$ cat src/rtl/bp_me_dma_arbiter.sv
// Round-robin arbiter sharing one DMA channel among several bsg_cache DMA ports.
// Writes lock the channel for a full burst; read fills are steered back in issue order.
module bp_me_dma_arbiter #(
  parameter int unsigned num_dma_p         = 2,
  parameter int unsigned addr_width_p      = 28,
  parameter int unsigned data_width_p      = 64,
  parameter int unsigned beats_per_block_p = 8,
  parameter int unsigned max_outstanding_p = 4,
  localparam int unsigned dma_pkt_width_lp = addr_width_p + 1,
  localparam int unsigned lg_num_dma_lp    = (num_dma_p > 1) ? $clog2(num_dma_p) : 1
) (
  input  logic                                  clk_i,
  input  logic                                  reset_i,

  input  logic [num_dma_p*dma_pkt_width_lp-1:0] cache_dma_pkt_i,
  input  logic [num_dma_p-1:0]                  cache_dma_pkt_v_i,
  output logic [num_dma_p-1:0]                  cache_dma_pkt_yumi_o,

  output logic [num_dma_p*data_width_p-1:0]     cache_dma_data_o,
  output logic [num_dma_p-1:0]                  cache_dma_data_v_o,
  input  logic [num_dma_p-1:0]                  cache_dma_data_ready_and_i,

  input  logic [num_dma_p*data_width_p-1:0]     cache_dma_data_i,
  input  logic [num_dma_p-1:0]                  cache_dma_data_v_i,
  output logic [num_dma_p-1:0]                  cache_dma_data_yumi_o,

  output logic [dma_pkt_width_lp-1:0]           dma_pkt_o,
  output logic                                  dma_pkt_v_o,
  input  logic                                  dma_pkt_yumi_i,

  input  logic [data_width_p-1:0]               dma_data_i,
  input  logic                                  dma_data_v_i,
  output logic                                  dma_data_ready_and_o,

  output logic [data_width_p-1:0]               dma_data_o,
  output logic                                  dma_data_v_o,
  input  logic                                  dma_data_yumi_i
);

  localparam int unsigned cnt_width_lp  = (beats_per_block_p > 1) ? $clog2(beats_per_block_p) : 1;
  localparam int unsigned ptr_width_lp  = (max_outstanding_p > 1) ? $clog2(max_outstanding_p) : 1;
  localparam int unsigned fcnt_width_lp = $clog2(max_outstanding_p + 1);
  localparam logic [cnt_width_lp-1:0] last_beat_lp = cnt_width_lp'(beats_per_block_p - 1);
  localparam logic [ptr_width_lp-1:0] last_ptr_lp  = ptr_width_lp'(max_outstanding_p - 1);

  typedef enum logic [0:0] {e_ready, e_write} state_e;

  state_e state_q, state_d;

  logic [lg_num_dma_lp-1:0]    last_grant_q, wr_id_q, grant;
  logic [cnt_width_lp-1:0]     wr_cnt_q, rd_cnt_q;
  logic [lg_num_dma_lp-1:0]    fifo_mem [max_outstanding_p];
  logic [ptr_width_lp-1:0]     wptr_q, rptr_q;
  logic [fcnt_width_lp-1:0]    fifo_cnt_q;
  logic [lg_num_dma_lp-1:0]    head;
  logic [dma_pkt_width_lp-1:0] pkt   [num_dma_p];
  logic [data_width_p-1:0]     wdata [num_dma_p];

  logic fifo_full, fifo_empty, pkt_v, pkt_fire, pkt_write, wr_fire, rd_ready, rd_fire;
  logic push, pop;

  always_comb begin
    for (int i = 0; i < int'(num_dma_p); i++) begin
      pkt[i]   = cache_dma_pkt_i[i*dma_pkt_width_lp +: dma_pkt_width_lp];
      wdata[i] = cache_dma_data_i[i*data_width_p +: data_width_p];
    end
  end

  // Lowest valid index above last_grant wins; otherwise wrap to lowest valid index.
  always_comb begin
    logic                     hi_found;
    logic [lg_num_dma_lp-1:0] hi_idx, lo_idx;
    hi_found = 1'b0;
    hi_idx   = '0;
    lo_idx   = '0;
    for (int i = int'(num_dma_p) - 1; i >= 0; i--) begin
      if (cache_dma_pkt_v_i[i]) begin
        if (i > int'(last_grant_q)) begin
          hi_found = 1'b1;
          hi_idx   = lg_num_dma_lp'(i);
        end else begin
          lo_idx   = lg_num_dma_lp'(i);
        end
      end
    end
    grant = hi_found ? hi_idx : lo_idx;
  end

  assign fifo_full  = (fifo_cnt_q == fcnt_width_lp'(max_outstanding_p));
  assign fifo_empty = (fifo_cnt_q == '0);
  assign head       = fifo_mem[rptr_q];
  assign pkt_write  = pkt[grant][dma_pkt_width_lp-1];

  assign pkt_v    = ~reset_i & (|cache_dma_pkt_v_i) & ~fifo_full & (state_q == e_ready);
  assign pkt_fire = pkt_v & dma_pkt_yumi_i;
  assign wr_fire  = ~reset_i & (state_q == e_write) & dma_data_yumi_i;
  assign rd_ready = ~reset_i & ~fifo_empty & cache_dma_data_ready_and_i[head];
  assign rd_fire  = dma_data_v_i & rd_ready;
  assign push     = pkt_fire & ~pkt_write;
  assign pop      = rd_fire & (rd_cnt_q == last_beat_lp);

  always_ff @(posedge clk_i) begin
    if (reset_i) state_q <= e_ready;
    else         state_q <= state_d;
  end

  always_comb begin
    state_d = state_q;
    unique case (state_q)
      e_ready: if (pkt_fire && pkt_write) state_d = e_write;
      e_write: if (wr_fire && (wr_cnt_q == last_beat_lp)) state_d = e_ready;
      default: state_d = e_ready;
    endcase
  end

  always_comb begin
    dma_pkt_o             = pkt[grant];
    dma_pkt_v_o           = pkt_v;
    cache_dma_pkt_yumi_o  = '0;
    if (pkt_v) cache_dma_pkt_yumi_o[grant] = dma_pkt_yumi_i;

    dma_data_o            = wdata[wr_id_q];
    dma_data_v_o          = 1'b0;
    cache_dma_data_yumi_o = '0;
    if (!reset_i && (state_q == e_write)) begin
      dma_data_v_o                   = cache_dma_data_v_i[wr_id_q];
      cache_dma_data_yumi_o[wr_id_q] = dma_data_yumi_i;
    end

    cache_dma_data_o     = {num_dma_p{dma_data_i}};
    cache_dma_data_v_o   = '0;
    if (!reset_i && !fifo_empty) cache_dma_data_v_o[head] = dma_data_v_i;
    dma_data_ready_and_o = rd_ready;
  end

  always_ff @(posedge clk_i) begin
    if (reset_i) begin
      last_grant_q <= lg_num_dma_lp'(num_dma_p - 1);
      wr_id_q      <= '0;
      wr_cnt_q     <= '0;
      rd_cnt_q     <= '0;
      wptr_q       <= '0;
      rptr_q       <= '0;
      fifo_cnt_q   <= '0;
    end else begin
      if (pkt_fire) last_grant_q <= grant;
      if (pkt_fire && pkt_write) begin
        wr_id_q  <= grant;
        wr_cnt_q <= '0;
      end else if (wr_fire) begin
        wr_cnt_q <= (wr_cnt_q == last_beat_lp) ? '0 : wr_cnt_q + 1'b1;
      end
      if (rd_fire) rd_cnt_q <= (rd_cnt_q == last_beat_lp) ? '0 : rd_cnt_q + 1'b1;
      if (push) wptr_q <= (wptr_q == last_ptr_lp) ? '0 : wptr_q + 1'b1;
      if (pop)  rptr_q <= (rptr_q == last_ptr_lp) ? '0 : rptr_q + 1'b1;
      if (push && !pop)      fifo_cnt_q <= fifo_cnt_q + 1'b1;
      else if (pop && !push) fifo_cnt_q <= fifo_cnt_q - 1'b1;
    end
  end

  always_ff @(posedge clk_i) begin
    if (push) fifo_mem[wptr_q] <= grant;
  end

`ifndef SYNTHESIS
  always_ff @(posedge clk_i) begin
    if (!reset_i) begin
      assert (!(dma_data_v_i && fifo_empty))
        else $error("dma_data_v_i with no outstanding read");
      assert (!(dma_pkt_yumi_i && !dma_pkt_v_o))
        else $error("dma_pkt_yumi_i without dma_pkt_v_o");
      assert (!(dma_data_yumi_i && !dma_data_v_o))
        else $error("dma_data_yumi_i without dma_data_v_o");
    end
  end
`endif

endmodule

$ cat config.mk
export PLATFORM = sky130hd
export DESIGN_NAME = bp_me_dma_arbiter
export DESIGN_NICKNAME = d
export VERILOG_FILES = /design/src/rtl/bp_me_dma_arbiter.sv
export SDC_FILE = /design/constraint.sdc
export NUM_CORES = 1
export LEC_CHECK = 0
export BUFFER_PORTS_ARGS = -buffer_cell sky130_fd_sc_hd__buf_4
export CORE_AREA = 4 4 187 189
export CTS_CLUSTER_DIAMETER = 30
export DETAILED_ROUTE_END_ITERATION = 10
export DIE_AREA = 0 0 191 193
export PLACE_DENSITY_LB_ADDON = 0.1
export RECOVER_POWER = 25
export SKIP_LAST_GASP = 1
export SLEW_MARGIN = 25
export SYNTH_ARGS = -nofsm -noshare
export SYNTH_HDL_FRONTEND = slang
export SYNTH_SLANG_ARGS = --single-unit
$ cat constraint.sdc
create_clock -name clk_i -period 6.4 [get_ports clk_i]
set_clock_uncertainty 0.05 [all_clocks]
set_input_delay 1.28 -clock clk_i [delete_from_list [all_inputs] [get_ports clk_i]]
set_output_delay 1.28 -clock clk_i [all_outputs]
set_load 0.02 [all_outputs]
==> flow_summary.json <==
{
  "status": "complete, no violations",
  "yosysSeqAreaShare_pct": 14.9,
  "synth-edff-count": 4,
  "post-dp-hpwl_mm": 12.5,
  "cts_root_buf": "clkbuf_16",
  "worstMarginPinSlew_ns": 0.974,
  "num_rows": 67,
  "clk_path_buf_depth": 2,
  "wire_per_inst_um": 14.8,
  "r2r_start": "last_grant_q$_SDFFE_PP1P_",
  "p_int_mw": 0.452,
  "dr.pass1.iters": 3,
  "route.detailed.drc": 0,
  "switching_share_pct": 30.0,
  "synth_nets": 611,
  "slowest_stage": "clkbuf_1",
  "peakVddDrop_v": 0.0000950,
  "drt_iter0_drc": 45,
  "worstHoldPathCells": 2,
  "routabilityCongestion": 0.750,
  "post_cts_resized": 0,
  "grt_max_degree": 42,
  "fmaxAchievable_mhz": 238,
  "reg2regPathDepth": 10,
  "fillers": 3765,
  "min_from": "wr_cnt_q[0]$_SDFFE_PP0P_",
  "cellLeakagePower_nw": 2.34,
  "switchingPower_mw": 0.194,
  "cts_num_sinks": 22,
  "synth_top_cell_by_area": "mux2_2",
  "powerDensity_mw_per_mm2": 126,
  "path_class": "input port to output port",
  "arrival_ns": 2.87,
  "async_flop_share_pct": 0,
  "ys_seq_elements": 22,
  "htree_num_levels": 1,
  "avgSynthCellArea_um2": 9.48,
  "start_kind": "input port",
  "vias_per_cell": 2.99,
  "clkPwrFrac_pct": 27.2,
  "combPwrFrac_pct": 49.5,
  "drtAntennaViolNets": 0,
  "min_path_type": "flip-flop to flip-flop",
  "cts_tree": "done",
  "grt-ovfl-total": 0,
  "die-area_mm2": 0.0369,
  "synthCells": 339,
  "initial_core_util_pct": 9.66,
  "synth_area_mm2": 0.00321,
  "finalHoldViolations": 0,
  "post-cts-setup-buffer-count": 0,
  "seq_power_share_pct": 23.3,
  "yosys_warnings": 0,
  "synth_top_cells_by_area": "mux2_2 32%, buf_4 30%, dfxtp_1 11%, ha_1 3.9%, edfxtp_1 3.7%",
  "rsz0062_at_grt": "no",
  "reg2reg_slack_ns": 3.42,
  "io_buffers": 298,
  "syn2layout_area_growth_pct": 59.2,
  "holdPathEnd": "wr_cnt_q[0]$_SDFFE_PP0P_",
  "wl_mm": 14.1,
  "ios": 491,
  "drive_gt1_share_pct": 80.4,
  "required_ns": 5.07,
  "num_vias": 2836,
  "coreArea_mm2": 0.0333,
  "drv_cap": 0,
  "path_delay_family": "buffers and inverters",
  "r2r-end": "fifo_cnt_q[2]$_SDFFE_PP0P_",
  "clock_latency_ns": 0.26,
  "synth_top_area_share_pct": 32.2,
  "die_y_um": 193,
  "critPathBufInv": 2,
  "max_stage_delay_ns": 0.70,
  "worstPathMaxFanout": 19,
  "ys.flop_type": "dfxtp_1",
  "cts_hold_buf": 0,
  "cts_made_buffers": 3,
  "synth_cell_types": 40,
  "setup-tns-final_ns": 0,
  "setup_viol": 0,
  "fin_nets": 774,
  "grt_pass1_vias": 3088,
  "grt_pass1_wl_mm": 18.5,
  "layout_setup_ws_ns": 2.20,
  "grt_usage_pct": 6.48,
  "slew_violations": 0,
  "worstSetupEndpointType": "output port",
  "antenna_found_initial": 1,
  "cp_cell_sequence": "clkbuf_1 > nor2b_1 > nand2_1 > nor2_1 > buf_4",
  "clk_pin_slew_ns": 0.06,
  "layout_min_cycle_time_ns": 4.20,
  "slew_headroom_pct": 35.1,
  "pre_cts_ws_ns": 2.31,
  "finalCritPeriodShare_pct": 65.6,
  "fp.dieW_um": 191
}
[Yosys cell counts, drive strengths merged, types with 2 or more instances]
cell type / count
o21ai: 3
edfxtp: 4
nor3: 3
buf: 138
xor2: 2
a21oi: 3
nor2b: 10
nand2: 4
mux2: 99
ha: 10
nor2: 10
or3: 2
mux2i: 5
inv: 4
dfxtp: 18
clkbuf: 4
and2: 6
[metal layers]
layer  global-route usage [%]  vias to the layer above  wire (um)
li1                         -                     1351          -
met1                     6.91                     1279       4810
met2                     12.2                      172       7610
met3                     2.45                       32       1330
met4                     1.49                        2        325
met5                        0                        -          7
[sequential cells by signal, indices dropped and copies added, names as in the netlist, named ones only]
register / count
fifo_mem: 4
wr_id_q: 1
last_grant_q: 1
state_q: 1
wr_cnt_q: 3
fifo_cnt_q: 3
wptr_q: 2
rptr_q: 2
rd_cnt_q: 3
[final cells by class]
type / count / area [um2] / share of cell area (%)
Antenna cell: 1 / 2.50 / 0.0489
Sequential cell: 22 / 482 / 9.41
Multi-Input combinational cell: 171 / 1690 / 33.0
Inverter: 4 / 15.0 / 0.293
Timing Repair Buffer: 300 / 2260 / 44.3
Tap cell: 448 / 561 / 11.0
Clock inverter: 1 / 30.0 / 0.587
Clock buffer: 3 / 75.1 / 1.47
[cell families after synthesis]
logic type | after synthesis | share of synthesized area, %
buf+inv | 146 | 32.3
mux | 105 | 37.2
simple gates | 41 | 7.67
flops | 22 | 14.9
compound gates | 12 | 2.80
fa+ha+maj | 11 | 4.52
xor+xnor | 2 | 0.545
[through the flow]
| stage | instances | hold slack [ns] | area [um2] | util [%] | power [mW] |
|---|---|---|---|---|---|
| 3_5_place_dp | 945 | 0.428 | 5030 | 15.1 | 0.480 |
| 4_1_cts | 949 | 0.439 | 5140 | 15.4 | 0.662 |
| 5_1_grt | 949 | 0.456 | 5110 | 15.4 | 0.679 |
| 2_1_floorplan | 339 | 0.407 | 3210 | - | 0.413 |
| 3_3_place_gp | 944 | 0.425 | 5000 | 15.0 | 0.477 |
| 6_report | 950 | 0.438 | 5120 | 15.4 | 0.646 |
[worst min-delay path: stages, from the launching register on]
cell and delay (ns):
dfxtp_1 0.33, nand2_1 0.06, a211oi_1 0.06
[layout by cell type (no fill, tap or decap), types with 2 or more instances in the layout]
cell and instances:
mux2_1 6, nor2_1 9, and2_1 6, nand2_1 3, dfxtp_1 17, or3_1 2, xor2_1 2, mux2i_1 4
edfxtp_1 4, a21oi_1 3, clkbuf_1 2, nor2b_1 10, nor3_1 3, ha_1 10, clkbuf_16 3, o21ai_0 2
inv_1 3, mux2_2 92, buf_4 297
[power by group through the flow]
stage	Clock, mW	Combinational (mW)	Sequential (mW)
3_3_place_gp	0	0.323	0.154
2_1_floorplan	0	0.263	0.150
5_1_grt	0.189	0.339	0.151
4_1_cts	0.184	0.327	0.151
6_report	0.176	0.319	0.150
3_5_place_dp	0	0.326	0.154
[worst max-delay path by stage]
stage,from,end,slack [ns],cells after the start
floorplan,cache_dma_pkt_v_i[1],dma_pkt_o[21],2.89,3
global placement,cache_dma_pkt_v_i[0],fifo_cnt_q[2]$_SDFFE_PP0P_,1.99,11
detailed placement,cache_dma_pkt_v_i[0],fifo_cnt_q[2]$_SDFFE_PP0P_,2.31,11
CTS,cache_dma_pkt_v_i[0],dma_pkt_o[18],2.35,5
global route,reset_i,cache_dma_data_yumi_o[0],1.91,5
finish,reset_i,cache_dma_data_yumi_o[0],2.20,5
(Power assumes the default switching activity.)
